$ cat src/rtl/weight_loader.sv
// weight_loader: fills a bank of NUM_WGT weight registers from a
// valid/ready stream. Optional checksum output under WGT_LOADER_CHECKSUM_EN.
module weight_loader #(
    parameter int WGT_WIDTH = 8,
    parameter int NUM_WGT   = 50,
    parameter int IDX_W     = 6
) (
    input  logic                           clk,
    input  logic                           rst_n,
    input  logic                           load_start,
    input  logic                           wgt_clear,
    input  logic [WGT_WIDTH-1:0]           wgt_in,
    input  logic                           wgt_valid,
    output logic                           wgt_ready,
    output logic [NUM_WGT*WGT_WIDTH-1:0]   weights_flat,
    output logic [IDX_W-1:0]               wgt_count,
    output logic                           load_busy,
`ifdef WGT_LOADER_CHECKSUM_EN
    output logic                           load_done,
    output logic [WGT_WIDTH+IDX_W-1:0]     wgt_checksum
`else
    output logic                           load_done
`endif
);

    localparam logic [IDX_W-1:0] LAST_IDX = IDX_W'(NUM_WGT - 1);

    typedef enum logic [1:0] {
        S_IDLE = 2'd0,
        S_LOAD = 2'd1,
        S_DONE = 2'd2
    } state_t;

    state_t state;
    state_t state_nxt;

    logic [NUM_WGT-1:0][WGT_WIDTH-1:0] bank;

    logic accept;
    logic last_beat;
    logic start_idle;
    logic start_load;
    logic clear_en;

    assign accept     = wgt_valid & wgt_ready;
    assign last_beat  = accept & (wgt_count == LAST_IDX);
    assign start_idle = (state == S_IDLE) & load_start;
    assign start_load = (state == S_LOAD) & load_start;
    assign clear_en   = (state == S_IDLE) & wgt_clear & ~load_start;

    // State register
    always_ff @(posedge clk or negedge rst_n) begin
        if (!rst_n) state <= S_IDLE;
        else        state <= state_nxt;
    end

    // Next-state logic
    always_comb begin
        state_nxt = state;
        unique case (state)
            S_IDLE: if (load_start) state_nxt = S_LOAD;
            S_LOAD: if (last_beat)  state_nxt = S_DONE;
            S_DONE: state_nxt = S_IDLE;
            default: state_nxt = S_IDLE;
        endcase
    end

    // Outputs decoded from state; ready never looks at valid or data
    always_comb begin
        wgt_ready = 1'b0;
        load_busy = 1'b0;
        load_done = 1'b0;
        unique case (state)
            S_LOAD: begin
                load_busy = 1'b1;
                wgt_ready = ~load_start;
            end
            S_DONE:  load_done = 1'b1;
            default: ;
        endcase
    end

    // Write index: restarts on any start, steps per accepted beat
    always_ff @(posedge clk or negedge rst_n) begin
        if (!rst_n) begin
            wgt_count <= '0;
        end else if (start_idle || start_load) begin
            wgt_count <= '0;
        end else if (accept) begin
            wgt_count <= last_beat ? '0 : wgt_count + 1'b1;
        end
    end

    // Weight bank: clear in IDLE, one entry written per accept
    always_ff @(posedge clk or negedge rst_n) begin
        if (!rst_n) begin
            bank <= '0;
        end else if (clear_en) begin
            bank <= '0;
        end else begin
            for (int i = 0; i < NUM_WGT; i++) begin
                if (accept && (wgt_count == IDX_W'(i))) bank[i] <= wgt_in;
            end
        end
    end

    assign weights_flat = bank;

`ifdef WGT_LOADER_CHECKSUM_EN
    // Running sum of the beats accepted in the current sequence
    always_ff @(posedge clk or negedge rst_n) begin
        if (!rst_n) begin
            wgt_checksum <= '0;
        end else if (start_idle || start_load || clear_en) begin
            wgt_checksum <= '0;
        end else if (accept) begin
            wgt_checksum <= wgt_checksum + (WGT_WIDTH+IDX_W)'(wgt_in);
        end
    end
`endif

endmodule

$ cat config.mk
export PLATFORM = sky130hd
export DESIGN_NAME = weight_loader
export DESIGN_NICKNAME = d
export VERILOG_FILES = /design/src/rtl/weight_loader.sv
export SDC_FILE = /design/constraint.sdc
export NUM_CORES = 1
export LEC_CHECK = 0
export ABC_AREA = 0
export BUFFER_PORTS_ARGS = -buffer_cell sky130_fd_sc_hd__buf_2
export CAP_MARGIN = 20
export CORE_MARGIN = 4
export CORE_UTILIZATION = 50
export DETAILED_ROUTE_END_ITERATION = 12
export PLACE_DENSITY = 0.74
export SYNTH_ARGS = -nofsm -noshare
export SYNTH_HDL_FRONTEND = slang
export SYNTH_SLANG_ARGS = --single-unit
export TNS_END_PERCENT = 50
$ cat constraint.sdc
create_clock -name clk -period 5.6 [get_ports clk]
set_clock_uncertainty 0.1 [all_clocks]
set_input_delay 0.56 -clock clk [delete_from_list [all_inputs] [get_ports clk]]
set_output_delay 0.56 -clock clk [all_outputs]
set_load 0.05 [all_outputs]
== After elaboration in Yosys (flattened, before gate mapping) ==
Index checks and enable logic that the tools add are counted.

* Add/subtract/negate cells: 1
* Multipliers: 0
* Div/mod/pow operators: 0
* $lt $le $gt $ge: 0
* Eq/ne operators: 53
* Shift operators: 0
* Mux-type cells: 60
* Bitwise operators: 7
* Reductions and logical operators: 105

{| class="wikitable"
|+ Operators by type and width
! cell !! number
|-
| 400-bit 2-to-1 mux || 1
|-
| 8-bit 2-to-1 mux || 50
|-
| 6-bit equality test, second input constant || 18
|-
| 2-bit nonzero test || 51
|-
| 6-bit by 5-bit equality test with 1-bit output, second input constant || 16
|-
| 1-bit logical AND || 50
|-
| 6-bit by 4-bit equality test with 1-bit output, second input constant || 8
|-
| 6-bit by 3-bit equality test with 1-bit output, second input constant || 4
|-
| 6-bit 2-to-1 mux || 3
|-
| 6-bit by 2-bit equality test with 1-bit output, second input constant || 2
|-
| 6-bit by 1-bit adder with 6-bit output, second input constant || 1
|-
| 1-bit AND || 6
|-
| 6-bit by 1-bit equality test with 1-bit output, second input constant || 1
|-
| 6-bit logical NOT || 1
|-
| 2-bit 2-to-1 mux || 2
|-
| 2-bit != test, second input constant || 2
|-
| 2-bit one-hot mux with 2 select lines || 1
|-
| 1-bit 2-to-1 mux || 3
|-
| 2-bit by 1-bit equality test with 1-bit output, second input constant || 1
|-
| 2-bit equality test, second input constant || 1
|-
| 2-bit logical NOT || 1
|-
| 2-bit AND reduction || 1
|-
| 1-bit logical OR || 1
|-
| 1-bit NOT || 1
|}

* Register bits after elaboration: 408
* Bits in latches: 0
* RAM bits: 0
* Memory bits (read-only): 0
* Memories: 0

== Longest topological paths before layout ==
Gate-level depths: netlist of run 1.

* Depth in word-level cells: 7
* Mapped depth: 7
* Gate-level depth less buffers: 5

== Worst setup path after synthesis of run 1 ==
OpenSTA, ideal clock, no wires.

* Kind: reg2out
* Start: register state[1]
* End: output wgt_ready
* Arrival time: 1733 ps
* Data required time: 4940 ps
* Path slack: 3207 ps
* Cell stages (with the launch flop): 3
* Path buffers: 1
* Path through: dfrtp_1 -> clkbuf_1 -> nor3b_1

* Cells in the longest elaborated chain, start to end: 2

{| class="wikitable"
|+ Ends and longest elaborated chain
! what !! RTL line !! RTL
|-
| start, declared || 34 || <nowiki>state_t state;</nowiki>
|-
| start signal, assigned || 54 || <nowiki>else state <= state_nxt;</nowiki>
|-
| 2-bit by 1-bit equality test with 1-bit output || 73 || <nowiki>unique case (state)</nowiki>
|-
| 1-bit 2-to-1 mux || 73 ||
|-
| end, declared || 14 || <nowiki>output logic wgt_ready,</nowiki>
|}

No other way between the ends.

== Worst setup path after layout of run 1 ==
* Start: register state[1]
* End: register bank (netlist bit weights_flat[58])

* Cells in the longest elaborated chain, start to end: 5

{| class="wikitable"
|+ Ends and longest elaborated chain
! what !! RTL line !! RTL
|-
| 2-bit by 1-bit equality test with 1-bit output || 73 ||
|-
| 1-bit 2-to-1 mux || 73 ||
|-
| 1-bit AND || 45 || <nowiki>assign accept = wgt_valid & wgt_ready;</nowiki>
|-
| 1-bit logical AND || 102 || <nowiki>if (accept && (wgt_count == IDX_W'(i))) bank[i] <= wgt_in;</nowiki>
|-
| 2-bit nonzero test (no line) || n/a ||
|-
| end signal, assigned by index || 102 ||
|-
| end, declared || 37 || <nowiki>logic [NUM_WGT-1:0][WGT_WIDTH-1:0] bank;</nowiki>
|}

Parallel ways exist; a longest one is shown, timed or not.
A chain may end at the register's enable or synchronous reset.

==> metrics.md, run 1 <==
| Metric | Value |
|---|---|
| Top flip-flop cell by instance count after synthesis | `dfrtp_1` |
| Proportion of synthesized chip area in sequential cells | `58.6%` |
| Count of inserted antenna diode cells | `0` |
| Hold/Removal Path Class | `in -> async` |
| Via count of the first global-routing pass | `12918` |
| Routed wire per std cell | `roughly 22 µm` |
| Half-perimeter wire length of the detailed placement result | `around 33 mm` |
| Count of routing violations after the opening detailed-route iteration | `about 760` |
| Global-route wire length before repair | `79.2 mm` |
| Die X-Extent | `195 µm` |
| Worst path arrival time | `approximately 3.5 ns` |
| Post-detailed-routing wire length | `51.3 mm` |
| Post-synthesis area per instance | `approximately 12 µm²` |
| NumNets Final | `1828` |
| Relative slew slack | `between 30% and 40%` |
| Resize count post-CTS | `0` |
| Buffers added on ports | `between 400 and 500` |
| Antenna-violating nets left | `0` |
| Maximum buffer depth of the clock tree | `3` |
| Fmax | `between 300 and 400 MHz` |
| PwrDens | `307 nW/µm²` |
| Cells after Synth | `between 1000 and 1500` |
| Fraction of layout cells with a size suffix above 1 | `29.6%` |
| Final weighted congestion of routability-driven global placement | `0.814` |
| Die height | `195 µm` |
| Crit path launch type | `flop` |
| CTS tree | `yes` |
| Most common library cell in the layout ignoring fill and taps | `buf_2` |
| Most used cells in the layout excluding fill and tap cells | `buf_2 (420), dfrtp_1 (408), nand2_1 (403)` |
| Post-CTS setup repair buffer count | `0` |
| FFs w/ async S/R, synth | `100%` |
| Number of pins exceeding their max-slew limit in the final report | `0` |
| Growth of design area from synthesis to finish | `20.7%` |
| Max FO, Critical Path | `between 80 and 90` |
| Placed cells | `2221` |
| Total setup violations reported at the end of the flow | `0` |
| CTS root buf | `clkbuf_16` |
| Data required time at the worst endpoint | `5.87 ns` |
| Reported max-cap violation count | `0` |
| Worst voltage drop across the vdd grid | `190 µV` |
| Hold buffer count at cts | `0` |
| Number of antenna violations at the first check in global routing | `0` |
| Synth Cell Area | `17400 µm²` |
| Final hold violations | `0` |
| Remaining Overflow, GRT | `0` |
| GRT Util Overall | `between 20% and 30%` |
| Area of the core region | `34500 µm²` |
| Total design power | `roughly 6.5 mW` |
| Number of fillers in the final layout | `2800` |
| Largest net degree at the start of global routing | `213` |
| Number of distinct library cell variants in the gate-level netlist after synthesis | `42` |
| Clock Latency Late Sink | `0.52 ns` |
| Setup repair after global routing missed its margin | `false` |
| Leakage power figure | `~11 nW` |
| Num ports | `between 400 and 500` |
| Number of sinks on the clock net | `about 410` |
| Residual DRC | `0` |
| Initial core utilization | `around half` |
| Routed vias/inst | `about 5.4` |
| Flop and latch count out of synthesis | `408` |
| Area of the die | `around 38000 µm²` |
| Transition time of the tightest slew-check pin | `1.04 ns` |
| Post-route core utilization | `61.1%` |
| CTS Buf Count | `42` |
| Final worst-path cycle share | `between 50% and 60%` |
| Endpoint kind of the worst setup timing path | `flop` |
| Synthesized netlist net count | `1470` |
| Clock-pin slew on the worst setup and hold paths | `0.06 ns` |
| Status | `finished clean` |
| Setup TNS Final | `0 ns` |
| Number of vias after detailed routing | `12470` |
| H-tree lvl count | `2` |
| Placement row count | `between 60 and 70` |
| First-pass detailed-route iteration total | `5` |
| Period minus WS final | `3.20 ns` |
| Syn. warnings | `0` |
| Number of enable flip-flop cells after synthesis | `0` |
| Non-filler instance count after layout | `2292` |
| CP Class | `reg -> reg` |
==> layer usage <==
layer	GRT usage, %	routed length, µm	up-vias
li1	-	-	5556
met1	36.2	21400	6385
met2	42.7	24500	450
met3	6.64	3900	79
met4	7.29	1420	0
met5	0	0	-
==> path summary, 6_finish.rpt <==
path,depth (start not counted),slack [ns],to,from
worst max-delay path,4,2.40,weights_flat[58]$_DFFE_PN0P_,state[1]$_DFFE_PN0P_
worst min-delay path,1,0.06,weights_flat[208]$_DFFE_PN0P_,rst_n
worst max register to register,4,2.40,weights_flat[58]$_DFFE_PN0P_,state[1]$_DFFE_PN0P_
worst min register to register,2,0.42,weights_flat[245]$_DFFE_PN0P_,weights_flat[245]$_DFFE_PN0P_
max in group asynchronous,2,3.97,weights_flat[382]$_DFFE_PN0P_,rst_n
min in group clk,3,0.29,state[0]$_DFFE_PN0P_,load_start
==> kinds of logic after synthesis <==
family	Yosys count	synth area share, %
simple gates	502	13.8
flops	408	58.6
mux	400	23.0
buf+inv	124	3.74
compound gates	14	0.546
fa+ha+maj	4	0.287
xor+xnor	1	0.0503
==> worst max-delay path, cell delays in order, from the launching register on <==
cell and delay, ns:
dfrtp_1 0.52, or4b_4 1.00, nand2_2 0.63, buf_4 0.55, mux2i_1 0.18
==> sequential cells by signal (all words and copies together), names as in the netlist <==
name          count
state             2
weights_flat    400
wgt_count         6
==> final cells by class <==
cell class | count | area [µm²] | share of cell area (%)
clock buffer | 58 | 1240 | 5.90
timing repair buffer | 435 | 2280 | 10.8
tap | 455 | 569 | 2.71
inverter | 3 | 11.3 | 0.0535
multi-input combinational | 921 | 6610 | 31.4
sequential | 408 | 10200 | 48.5
clock inverter | 12 | 120 | 0.571
==> power by group <==
part	switching (mW)	leakage [nW]	total, mW	internal, mW
clock	1.14	0.678	2.77	1.64
sequential	0.0455	5.65	3.07	3.02
combinational	0.508	4.95	0.623	0.115
==> per-stage QoR <==
step | setup WS [ns] | area, µm² | hold WS [ns]
3_5_place_dp | 2.21 | 19700 | 0.411
2_1_floorplan | 3.21 | 17400 | 0.164
3_3_place_gp | 2.28 | 19700 | 0.406
5_1_grt | 2.26 | 21000 | 0.101
4_1_cts | 2.43 | 21000 | 0.0763
6_report | 2.40 | 21000 | 0.0563
==> cell usage after synthesis, types with 6 or more instances <==
cell	count	area share, %
and3_1	11	0.39
buf_2	77	2.2
buf_4	7	0.30
buf_6	7	0.45
clkbuf_1	27	0.58
dfrtp_1	408	59
mux2i_1	400	23
nand2_1	411	8.9
nand3_1	6	0.17
nand3b_1	6	0.26
nor3_4	26	2.4
or3_1	11	0.39
Note: power is estimated with default switching activity, not from simulation.
==> inputs of run 2 (changes only) <==
ABC_AREA = 1   (was 0)
PLACE_DENSITY = 0.75   (was 0.74)
clock period = 3 ns   (was 5.6 ns; I/O delays follow)
==> run 2 against run 1 <==
Net effect: utilization grew 1.6 points; sequential cell count is the same; fmax increased by 38%; routed wire length increased by 2.0%; critical path depth increased by 3; clock-buffer cell count unchanged; sequential power rose by 84%; non-clock buffer count rose by 21; area after synthesis fell by 4.9%; worst setup slack got worse by 1.7 ns; critical endpoint is now weights_flat[190]$_DFFE_PN0P_; highest routed layer is now met5.
==> metrics.md, run 2 <==
| Metric | Value |
|---|---|
| Maximum buffer depth of the clock tree | `3 (unchanged)` |
| Placement row count | `66 (-2.9%)` |
| Worst voltage drop across the vdd grid | `453 µV (+140%)` |
| Initial core utilization | `50.8% (+0.21 points)` |
| Die X-Extent | `190 µm (-2.4%)` |
| Total setup violations reported at the end of the flow | `0 (unchanged)` |
| Post-detailed-routing wire length | `52.3 mm (+2.0%)` |
| Worst hold stages | `3` |
| Setup TNS Final | `0 ns (unchanged)` |
| Via count of the first global-routing pass | `13643 (+5.6%)` |
| Clock-pin slew on the worst setup and hold paths | `0.06 ns (about the same)` |
| Growth of design area from synthesis to finish | `23.4%` |
| Synthesized netlist net count | `1621 (+10%)` |
| Max FFs per register | `400 (unchanged)` |
| Critical path, cell by cell | `inv_2 -> nor2_4 -> inv_2 -> nor2_4 -> nand2_1 -> nand3_1 -> o21ai_0` |
| Detailed-routing wirelength on met1 | `20.4 mm (-4.5%)` |
| FFs w/ async S/R, synth | `100% (unchanged)` |
| Met2 wirelength from detailed routing | `24.6 mm (+0.46%)` |
| Period minus WS final | `2.33 ns (-0.875 ns)` |
| Final weighted congestion of routability-driven global placement | `0.890 (+9.3%)` |
| Fmax | `430 MHz (+38%)` |
| Worst slack on hold paths | `0.0886 ns (+0.0323 ns)` |
| Crit Reg-Reg Endpoint | `weights_flat[190]$_DFFE_PN0P_` |
| Most common library cell in the layout ignoring fill and taps | `buf_2` |
| Top flip-flop cell by instance count after synthesis | `dfrtp_1` |
| Top cell types by occurrence after synthesis | `dfrtp_1 (408), nand3_1 (321), o21ai_0 (255)` |
| Crit path launch type | `flop` |
| Wire length on met3 | `5.08 mm (+30%)` |
| Flop and latch count out of synthesis | `408 (unchanged)` |
| Clock Latency Late Sink | `0.53 ns (about the same)` |
| Hold endpoint | `weights_flat[136]$_DFFE_PN0P_` |
| CTS Buf Count | `43 (+2.4%)` |
| Internal reg-to-reg setup slack | `0.67 ns (-1.73 ns)` |
| Number of distinct library cell variants in the gate-level netlist after synthesis | `28 (-33%)` |
| Peak per-stage delay on the critical path | `0.53 ns (-0.47 ns)` |
| CTS root buf | `clkbuf_16` |
| Pre-CTS worst setup slack | `0.709 ns (-1.50 ns)` |
| Placed Area | `18800 µm² (-4.3%)` |
| Max FO, Critical Path | `16 (-82%)` |
| Worst-path cell with the longest stage delay | `dfrtp_1` |
| Num ports | `422 (unchanged)` |
| Largest net degree at the start of global routing | `127 (-40%)` |
| Global-route wire length before repair | `80.8 mm (+2.1%)` |
| Area of the core region | `32600 µm² (-5.3%)` |
| GRT Util Overall | `28.4% (+2.0 points)` |
| Residual DRC | `0 (unchanged)` |
| Top cell type's share of synthesized area | `61.6% (+3.0 points)` |
| Number of enable flip-flop cells after synthesis | `0 (unchanged)` |
| Resize count post-CTS | `0 (unchanged)` |
| Routed vias/inst | `5.58 (+2.6%)` |
| Length in cells of the worst reg-to-reg path | `7 (+3)` |
| Slack of the critical path | `0.672 ns (-1.73 ns)` |
| Total design power | `12.6 mW (+95%)` |
| Endpoint kind of the worst setup timing path | `flop` |
| Launch instance of the worst register-to-register path | `wgt_count[4]$_DFFE_PN0P_` |
| Antenna-violating nets left | `0 (unchanged)` |
| Most frequent cell after synthesis | `dfrtp_1` |
| Highest routed metal layer | `met5` |
| Leakage power figure | `10.6 nW (-5.6%)` |
| PwrDens | `616 nW/µm² (+100%)` |
| Synth Cell Area | `16600 µm² (-4.9%)` |
| Setup repair after global routing missed its margin | `false` |
| Number of sinks on the clock net | `408 (unchanged)` |
| Post-synthesis area per instance | `10.3 µm² (-14%)` |
| Number of antenna violations at the first check in global routing | `5 (+5)` |
| Design Area, Final | `20400 µm² (-2.8%)` |
| Final hold violations | `0 (unchanged)` |
| Cells taking the most area after synthesis | `dfrtp_1 (62%), nand3_1 (9.7%), o21ai_0 (7.7%)` |
| Area of the die | `36100 µm² (-4.7%)` |
| Hold/Removal Path Class | `in -> reg` |
| Worst path arrival time | `2.61 ns (-0.87 ns)` |
| First-pass detailed-route iteration total | `5 (unchanged)` |
| CTS tree | `yes` |
| Die height | `190 µm (-2.4%)` |
| Number of vias after detailed routing | `13697 (+9.8%)` |
| Placed cells | `2373 (+6.8%)` |
| Transition time of the tightest slew-check pin | `0.813 ns (-0.227 ns)` |
| Most used cells in the layout excluding fill and tap cells | `buf_2 (420), dfrtp_1 (408), nand3_1 (321)` |
| Status | `finished clean` |
| Non-filler instance count after layout | `2454 (+7.1%)` |
| CP Class | `reg -> reg` |
| Count of routing violations after the opening detailed-route iteration | `1093 (+45%)` |
| Fraction of layout cells with a size suffix above 1 | `32.4% (+2.8 points)` |
| Post-route core utilization | `62.7% (+1.6 points)` |
| Leading area contributor after synthesis | `dfrtp_1` |
| H-tree lvl count | `2 (unchanged)` |
| Count of inserted antenna diode cells | `0 (unchanged)` |
| Routed wire per std cell | `21.3 µm (-4.7%)` |
| NumNets Final | `1995 (+9.1%)` |
| Syn. warnings | `0 (unchanged)` |
| Relative slew slack | `45.8% (+15 points)` |
| Hold Path Origin | `wgt_in[0]` |
| Proportion of synthesized chip area in sequential cells | `61.6% (+3.0 points)` |
| Cells after Synth | `1604 (+10%)` |
| Reported max-cap violation count | `0 (unchanged)` |
| Data required time at the worst endpoint | `3.29 ns (-2.58 ns)` |
| Half-perimeter wire length of the detailed placement result | `36.0 mm (+7.6%)` |
| Buffers added on ports | `421 (unchanged)` |
| Final worst-path cycle share | `77.6% (+20 points)` |
| Remaining Overflow, GRT | `0 (unchanged)` |
| Number of pins exceeding their max-slew limit in the final report | `0 (unchanged)` |
[run 2: cell types whose count changed in the layout (fill, tap and decap cells not counted), moves of 11 or more]
cell / change
mux2i_1: -400
nand3_1: +315
nand2_1: -281
o21ai_0: +252
o21ai_1: +112
inv_1: +111
o21ai_2: +45
nor3_4: -26
buf_4: +17
nand2_4: +15
nor2_1: +14
nor2_4: +13
and3_1: -11
or3_1: -11
[run 2: critical path, delay by kind of cell (launching register included)]
family          cells  cell delay, ns
compound gates      1            0.11
buf+inv             2            0.15
flops               1            0.53
simple gates        4            1.29
[run 2: area by class of cell]
type | instances | area (µm²)
fill | 2613 | 12200
sequential | 408 | 10200
multi-input combinational | 946 | 5140
timing repair buffer | 456 | 2460
clock buffer | 58 | 1280
tap | 442 | 553
inverter | 123 | 462
clock inverter | 21 | 342
[run 2: kinds of logic (layout without fill, tap and decap cells)]
group                      after synthesis  in the layout  share of synthesized area (%)
adders and majority gates                4              4                          0.302
DFF                                    408            408                           61.6
buffers and inverters                  250            658                           7.53
AOI/OAI and AO/OA                      416            416                           13.7
and+or+nand+nor                        526            526                           16.8
[run 2: worst max-delay path by stage]
stage	depth (start not counted)	start	endpoint	slack, ns
global route	7	wgt_count[4]$_DFFE_PN0P_	weights_flat[191]$_DFFE_PN0P_	0.45
finish	7	wgt_count[4]$_DFFE_PN0P_	weights_flat[190]$_DFFE_PN0P_	0.67
floorplan	7	wgt_count[1]$_DFFE_PN0P_	weights_flat[127]$_DFFE_PN0P_	0.90
global placement	7	state[0]$_DFFE_PN0P_	weights_flat[102]$_DFFE_PN0P_	0.75
detailed placement	7	wgt_count[4]$_DFFE_PN0P_	weights_flat[183]$_DFFE_PN0P_	0.71
CTS	6	state[1]$_DFFE_PN0P_	weights_flat[190]$_DFFE_PN0P_	0.68
[run 2: power breakdown]
part | leakage, nW | switching [mW] | total, mW | internal [mW]
sequential | 5.23 | 0.0584 | 5.66 | 5.61
combinational | 4.62 | 0.781 | 0.950 | 0.169
clock | 0.799 | 2.20 | 5.98 | 3.78
total | 10.6 | 3.04 | 12.6 | 9.55
[run 2: timing repair]
action,CTS,global route
setup buffers,0,0
endpoints found under the hold margin,68,0
hold buffers,2,0
[run 2: metal layers]
| layer | track usage (%) | vias up |
|---|---|---|
| li1 | - | 6169 |
| met1 | 37.6 | 6737 |
| met2 | 45.5 | 647 |
| met3 | 7.89 | 134 |
| met4 | 10.4 | 10 |
| met5 | 0 | - |
